### src/rtl/dsp_mult_bank.sv
// Bank of clock-enabled pipelined 18x18 multipliers with optional per-bank accumulate.
// Pipeline depth selectable 1..3 (LATENCY); the acc qualifiers travel with their operand set.
module dsp_mult_bank #(
   parameter int unsigned LANES   = 5,
   parameter int unsigned LATENCY = 2,
   parameter bit          SIGNED  = 1'b0
) (
   input  logic                        clk,
   input  logic                        rst_n,
   input  logic                        dsp_ce,
   input  logic                        flush,
   input  logic                        acc_en,
   input  logic                        acc_clr,
   input  logic [LANES-1:0][17:0]      dsp_a0,
   input  logic [LANES-1:0][17:0]      dsp_b0,
   output logic [LANES-1:0][36:0]      dsp_out,
   output logic                        out_valid
);

   // Full 36-bit product, widened to 37 bits by zero- or sign-extension.
   function automatic logic [36:0] mul_ext(input logic [17:0] a, input logic [17:0] b);
      logic [35:0] p;
      if (SIGNED) begin
         p = $signed(a) * $signed(b);
         return {p[35], p};
      end else begin
         p = a * b;
         return {1'b0, p};
      end
   endfunction

   logic [LANES-1:0][17:0] w_s2_a;
   logic [LANES-1:0][17:0] w_s2_b;
   logic                   w_s2_en;
   logic                   w_s2_clr;
   logic [LANES-1:0][36:0] w_prod;
   logic [LANES-1:0][36:0] w_s3_p;
   logic                   w_s3_en;
   logic                   w_s3_clr;
   logic [LANES-1:0][36:0] r_out;
   logic [1:0]             r_fill;

   // S1: operand/qualifier capture, present only in the three-stage build.
   generate
      if (LATENCY >= 3) begin : g_s1
         logic [LANES-1:0][17:0] r_s1_a;
         logic [LANES-1:0][17:0] r_s1_b;
         logic                   r_s1_en;
         logic                   r_s1_clr;

         always_ff @(posedge clk or negedge rst_n) begin
            if (!rst_n) begin
               r_s1_a   <= '0;
               r_s1_b   <= '0;
               r_s1_en  <= 1'b0;
               r_s1_clr <= 1'b0;
            end else if (flush) begin
               r_s1_a   <= '0;
               r_s1_b   <= '0;
               r_s1_en  <= 1'b0;
               r_s1_clr <= 1'b0;
            end else if (dsp_ce) begin
               r_s1_a   <= dsp_a0;
               r_s1_b   <= dsp_b0;
               r_s1_en  <= acc_en;
               r_s1_clr <= acc_clr;
            end
         end

         assign w_s2_a   = r_s1_a;
         assign w_s2_b   = r_s1_b;
         assign w_s2_en  = r_s1_en;
         assign w_s2_clr = r_s1_clr;
      end else begin : g_no_s1
         assign w_s2_a   = dsp_a0;
         assign w_s2_b   = dsp_b0;
         assign w_s2_en  = acc_en;
         assign w_s2_clr = acc_clr;
      end
   endgenerate

   always_comb begin
      w_prod = '0;
      for (int unsigned i = 0; i < LANES; i++) begin
         w_prod[i] = mul_ext(w_s2_a[i], w_s2_b[i]);
      end
   end

   // S2: product register; in the single-stage build the product feeds S3 directly.
   generate
      if (LATENCY >= 2) begin : g_s2
         logic [LANES-1:0][36:0] r_s2_p;
         logic                   r_s2_en;
         logic                   r_s2_clr;

         always_ff @(posedge clk or negedge rst_n) begin
            if (!rst_n) begin
               r_s2_p   <= '0;
               r_s2_en  <= 1'b0;
               r_s2_clr <= 1'b0;
            end else if (flush) begin
               r_s2_p   <= '0;
               r_s2_en  <= 1'b0;
               r_s2_clr <= 1'b0;
            end else if (dsp_ce) begin
               r_s2_p   <= w_prod;
               r_s2_en  <= w_s2_en;
               r_s2_clr <= w_s2_clr;
            end
         end

         assign w_s3_p   = r_s2_p;
         assign w_s3_en  = r_s2_en;
         assign w_s3_clr = r_s2_clr;
      end else begin : g_no_s2
         assign w_s3_p   = w_prod;
         assign w_s3_en  = w_s2_en;
         assign w_s3_clr = w_s2_clr;
      end
   endgenerate

   // S3: output/accumulate register; acc_clr wins over acc_en, sum wraps modulo 2^37.
   always_ff @(posedge clk or negedge rst_n) begin
      if (!rst_n) begin
         r_out <= '0;
      end else if (flush) begin
         r_out <= '0;
      end else if (dsp_ce) begin
         for (int unsigned i = 0; i < LANES; i++) begin
            if (w_s3_clr) begin
               r_out[i] <= w_s3_p[i];
            end else if (w_s3_en) begin
               r_out[i] <= r_out[i] + w_s3_p[i];
            end else begin
               r_out[i] <= w_s3_p[i];
            end
         end
      end
   end

   always_ff @(posedge clk or negedge rst_n) begin
      if (!rst_n) begin
         r_fill <= '0;
      end else if (flush) begin
         r_fill <= '0;
      end else if (dsp_ce && (r_fill != 2'(LATENCY))) begin
         r_fill <= r_fill + 2'd1;
      end
   end

   assign dsp_out   = r_out;
   assign out_valid = (r_fill == 2'(LATENCY));

endmodule

### config.mk
export PLATFORM = sky130hd
export DESIGN_NAME = dsp_mult_bank
export DESIGN_NICKNAME = d
export VERILOG_FILES = /design/src/rtl/dsp_mult_bank.sv
export SDC_FILE = /design/constraint.sdc
export NUM_CORES = 2
export LEC_CHECK = 0
export ABC_AREA = 1
export ABC_CLOCK_PERIOD_IN_PS = 2900
export BUFFER_PORTS_ARGS = -buffer_cell sky130_fd_sc_hd__buf_2
export CAP_MARGIN = 40
export CORE_AREA = 2 2 362 364
export CTS_BUF_LIST = sky130_fd_sc_hd__clkbuf_8
export DETAILED_ROUTE_END_ITERATION = 7
export DIE_AREA = 0 0 364 366
export PLACE_DENSITY = 0.83
export SETUP_SLACK_MARGIN = 0.3
export SLEW_MARGIN = 20
export SYNTH_ARGS = -nofsm -noshare
export SYNTH_HDL_FRONTEND = slang
export SYNTH_SLANG_ARGS = --single-unit
### constraint.sdc
create_clock -name clk -period 2.9 [get_ports clk]
set_input_delay 0.145 -clock clk [delete_from_list [all_inputs] [get_ports clk]]
set_output_delay 0.145 -clock clk [all_outputs]
set_load 0.005 [all_outputs]
### Word level (Yosys, flattened, before mapping)

Cells that the tools add are included.

| cells by class | value |
|---|---|
| add/sub/neg operators | 6 |
| equality and inequality tests | 2 |
| multiply operators | 5 |
| shift operators | 0 |
| order comparisons | 0 |
| reductions and logical operators | 3 |
| muxes and demuxes | 20 |
| bitwise logic cells | 0 |
| div/mod/pow operators | 0 |

Operator list:

| cell | number |
|---|---|
| 185-bit two-way mux | 4 |
| 37-bit two-way mux | 10 |
| 37-bit adder | 5 |
| 18-bit by 18-bit multiplier with 36-bit output | 5 |
| 1-bit two-way mux | 4 |
| 2-bit two-way mux | 2 |
| 2-bit nonzero test | 2 |
| 2-bit by 1-bit adder with 2-bit output (second input constant) | 1 |
| 2-bit equality test (second input constant) | 1 |
| 2-bit != test (second input constant) | 1 |
| 1-bit logical AND | 1 |

| word-level totals | value |
|---|---|
| bits in registers | 374 |
| word-level logic and storage cells | 49 |
| bits in latches | 0 |
| input bits | 186 |
| output and inout bits | 186 |
| memories | 0 |
| RAM bits | 0 |
| bits in read-only memories | 0 |

### Logic depth before layout (Yosys ltp)

| logic depth | value |
|---|---|
| depth after elaboration | 5 |
| gate-level depth with buffers | 28 |
| gate-level depth less buffers | 26 |

### Least setup slack after synthesis

OpenSTA, ideal clock, no wires.

| timing | value |
|---|---|
| path type | in2reg |
| from | input dsp_b0[27] in the netlist's numbering |
| to | register g_s2.r_s2_p[64] in the netlist's numbering |
| data required time | 2.782 ns |
| data arrival time | 5.083 ns |
| slack | -2.301 ns |
| stages on the path | 26 |
| buffers on the path | 2 |
| library setup time | 0.118 ns |
| cell sequence | clkbuf_1 > clkbuf_1 > nand2_1 > fa_1 > inv_1 > fa_1 > inv_1 > fa_1 > inv_1 > fa_1 > fa_1 > inv_1 > fa_1 > inv_1 > ha_1 > nand2_1 > nor2_1 > inv_1 > nor3_1 > nand2_1 > nand2_1 > nand2_1 > nand2_1 > nand2_1 > nand3_1 > nand2_1 |

| between the ends | value |
|---|---|
| longest elaborated chain between the ends | 3 |

RTL lines:

| element | line | RTL |
|---|---|---|
| from (decl) | 15 | `input logic [LANES-1:0][17:0] dsp_b0,` |
| 18-bit by 18-bit multiplier with 36-bit output | 27 | `p = a * b;` |
| 185-bit two-way mux | 105 | `end else if (dsp_ce) begin` |
| 185-bit two-way mux | 101 | `end else if (flush) begin` |
| to (signal assigned) | 106 | `r_s2_p <= w_prod;` |
| to (decl) | 92 | `logic [LANES-1:0][36:0] r_s2_p;` |

No other way between the ends. The select of a mux whose other input is x is not followed.
A chain may end at the register's enable or synchronous reset.

### Worst setup path after layout

| timing | value |
|---|---|
| from | input dsp_b0[85] in the netlist's numbering |
| to | register g_s2.r_s2_p[176] in the netlist's numbering |

The elaborated chain is that of the path after synthesis.

==> impl_metrics.ini <==
[yosys]
syn_inst = 12016
syn_area_per_cell_sq_um = 6.97
synth-main-ff-cell = dfrtp_1
synth_cell_type_count = 44
ys_top_cells_by_area = fa_1 31%, nand2_1 17%, inv_1 13%
synth_top_area_share = 0.307
ys_async_sr_fraction = 1.00
synth_edf_count = 0
synth_warnings = 0
syn_area_sq_um = 83700
yosysTopAreaCell = fa_1
ys_seq_elements = 369
syn-num-nets = 14218
ys_seq_area_frac = 0.110

[setup_path]
crit_chain = buf_6 > buf_4 > buf_4 > nand2_2 > fa_1 > inv_1 > fa_2 > inv_2 > fa_1 > inv_1 > fa_1 > fa_1 > inv_1 > fa_1 > inv_2 > ha_4 > nand4_1 > buf_4 > o21ai_2 > nand2_1 > nand3_2 > nand2_1 > nand3_1 > nand2_1
crit_fanout = 9
slowest_stage = fa_1
rr_endpoint = dsp_out[96]
reg2reg_slack_ns = 0.38
arrival_ns = 5.52
cpMostUsedCell = fa_1
path_buf_inv = 9
cp-start-kind = input port
r2r_cells = 14
crit_family = adder cells
criticalPathCategory = input port to register
r2r_start = g_s2.r_s2_p[74]
critPathRequiredTime_ns = 3.51
cp_slowest_stage_delay_ns = 0.68
endpoint_kind = register

[clock_network]
cts_tree = yes
cts.sinks = 369
cts-htree-levels = 3
cts-buffers-inserted = 72
cts_root_buffer = clkbuf_8
clk_latency_ns = 0.74
cts_max_path_buffers = 3
clkTransAtPathRegs_ns = 0.06

[route]
ant_nets = 0
avgViaCountPerCell = 5.79
via_count = 85562
wirelength_um = 309000
first_pass_iters = 8
wl_per_cell_um = 20.9
drt_iter0_drc = 9440
drc = 54

[floorplanning]
die_h_um = 366
coreArea_sq_um = 129000
initial_utilization = 0.649
die_w_um = 364
dieArea_sq_um = 133000
rows = 132
pin_count = 372

[sta]
fin_crit_ns = 4.91
setup-violations-final = 148
post-route-period-util = 1.69
worst_slack_ns = -2.01
holdWs_ns = 0.0841
tightest_slew_ns = 0.939
rsz0062_at_grt = yes
slew_headroom = 0.374
fmax_mhz = 204
skew_ns = 0.0431
hold_viol_final = 0
final_max_slew_viol_count = 0

[placed_design]
dpl.hpwl_um = 215000
post_dp_cell_area_sq_um = 94700
globalplace.congestion = 0.992
io_buffers = 371
place_ws_ns = -2.44

[finish]
finalInstanceArea_sq_um = 105000
syn2layout_area_growth_pct = 25.8
fin_util = 0.817
drive_gt1_frac = 0.231
n_fill_cell = 7949
final_net_count = 15176

[grt]
grt-ovfl-total = 0
grt_first_pass_wirelength_um = 455000
grt_pass1_vias = 87180
grt_max_degree = 180
antenna_found_initial = 10
track_usage = 0.431

[flow_run]
drv_cap = 0

[run_status]
status = finished, violations left
violations = design-rule violations, negative setup slack

[worst_hold_path]
hold_class = input port to async pin
==> cell families (layout without fill, tap and decap cells) <==
family,Yosys count,in the layout,share of synthesized area
flip-flops,369,369,0.110
other,0,11,0
buffers and inverters,3443,4456,0.155
XOR/XNOR,87,87,0.00910
adder cells (fa/ha/maj),2016,2016,0.416
AO/OA/AOI/OAI,1050,1050,0.0687
AND/OR/NAND/NOR,5051,5051,0.240
==> repair_timing <==
| item | in CTS | in global routing |
|---|---|---|
| resized for setup | 1369 | 637 |
| setup endpoints to repair | 154 | 159 |
| pin swaps | 582 | 506 |
| hold buffers | 14 | 0 |
| buffers inserted | 136 | 50 |
| gates cloned | 13 | 4 |
| hold endpoints to repair | 383 | 0 |
==> registers in the layout, summed over array words and instances (netlist names) <==
register	flops
dsp_out	185
g_s2.r_s2_clr	1
g_s2.r_s2_p	180
g_s2.r_s2_en	1
r_fill	2
==> cells in the final DEF (no fill, tap or decap), types with 46 or more instances in the layout <==
master / instances
nand3_1: 290
buf_6: 216
o21ai_1: 120
nor2_4: 93
ha_4: 124
a21oi_1: 323
ha_1: 591
nand3_2: 101
fa_2: 112
dfrtp_1: 369
buf_2: 206
o21ai_2: 65
inv_2: 272
nand4_1: 50
clkbuf_8: 93
nand2_2: 262
nor2_1: 536
a21oi_2: 93
buf_4: 762
xnor2_1: 74
a21oi_4: 91
fa_1: 1173
nand2_4: 150
buf_8: 56
nor3_1: 46
o21ai_0: 174
nand2_1: 3398
inv_1: 2697
buf_12: 87
==> per-stage QoR <==
step / setup TNS (ns) / std cells
floorplan: -230.50 / 12016
global placement: -302.13 / 14425
detailed placement: -313.42 / 14425
CTS: -162.94 / 14717
global route: -219.93 / 14777
finish: -202.05 / 14782
==> worst register-to-register path: cells and delay by family, from the launching register on <==
kind,cells,cell delay (ns)
flops,1,0.42
simple gates,12,1.26
fa+ha+maj,2,0.72
==> Yosys cell counts, drive strengths merged (16+ instances only) <==
| master | n |
|---|---|
| o21bai | 22 |
| nand2 | 3819 |
| nand3 | 399 |
| o211ai | 32 |
| xnor2 | 74 |
| nand4 | 50 |
| a22o | 18 |
| nand3b | 16 |
| buf | 88 |
| clkbuf | 389 |
| o21ai | 392 |
| nor2 | 673 |
| a21o | 16 |
| ha | 731 |
| a32o | 24 |
| inv | 2966 |
| fa | 1285 |
| dfrtp | 369 |
| a21oi | 507 |
| nor3 | 74 |
==> per-layer routing <==
| metal | GRT usage | vias up | share of wire |
|---|---|---|---|
| li1 | - | 37338 | - |
| met1 | 0.531 | 40589 | 0.35 |
| met2 | 0.687 | 5732 | 0.45 |
| met3 | 0.121 | 1895 | 0.13 |
| met4 | 0.227 | 8 | 0.077 |
| met5 | 0 | - | 0.0011 |
==> worst max-delay path by stage <==
| stage | start | end | slack [ns] | cells past startpoint |
|---|---|---|---|---|
| CTS | dsp_b0[60] | g_s2.r_s2_p[137] | -1.41 | 24 |
| global placement | dsp_a0[65] | g_s2.r_s2_p[128] | -2.42 | 19 |
| global route | dsp_b0[85] | g_s2.r_s2_p[179] | -2.15 | 26 |
| finish | dsp_b0[85] | g_s2.r_s2_p[176] | -2.01 | 24 |
| floorplan | dsp_a0[7] | g_s2.r_s2_p[35] | -1.87 | 26 |
| detailed placement | dsp_b0[60] | g_s2.r_s2_p[127] | -2.44 | 21 |
==> layout make-up <==
cell class	instances	area [sq um]	share of cell area
multi-input cells	8204	68700	0.652
repair buffers	1361	12400	0.118
inverters	2966	11200	0.106
flip-flops and latches	369	9230	0.0877
well taps	1742	2180	0.0207
clock buffers	93	1280	0.0122
clock inverters	36	297	0.00282
diodes	11	27.5	0.000261
Power is not shown: default switching activity piles up to over one toggle a cycle in this logic, so the estimate is an artifact.
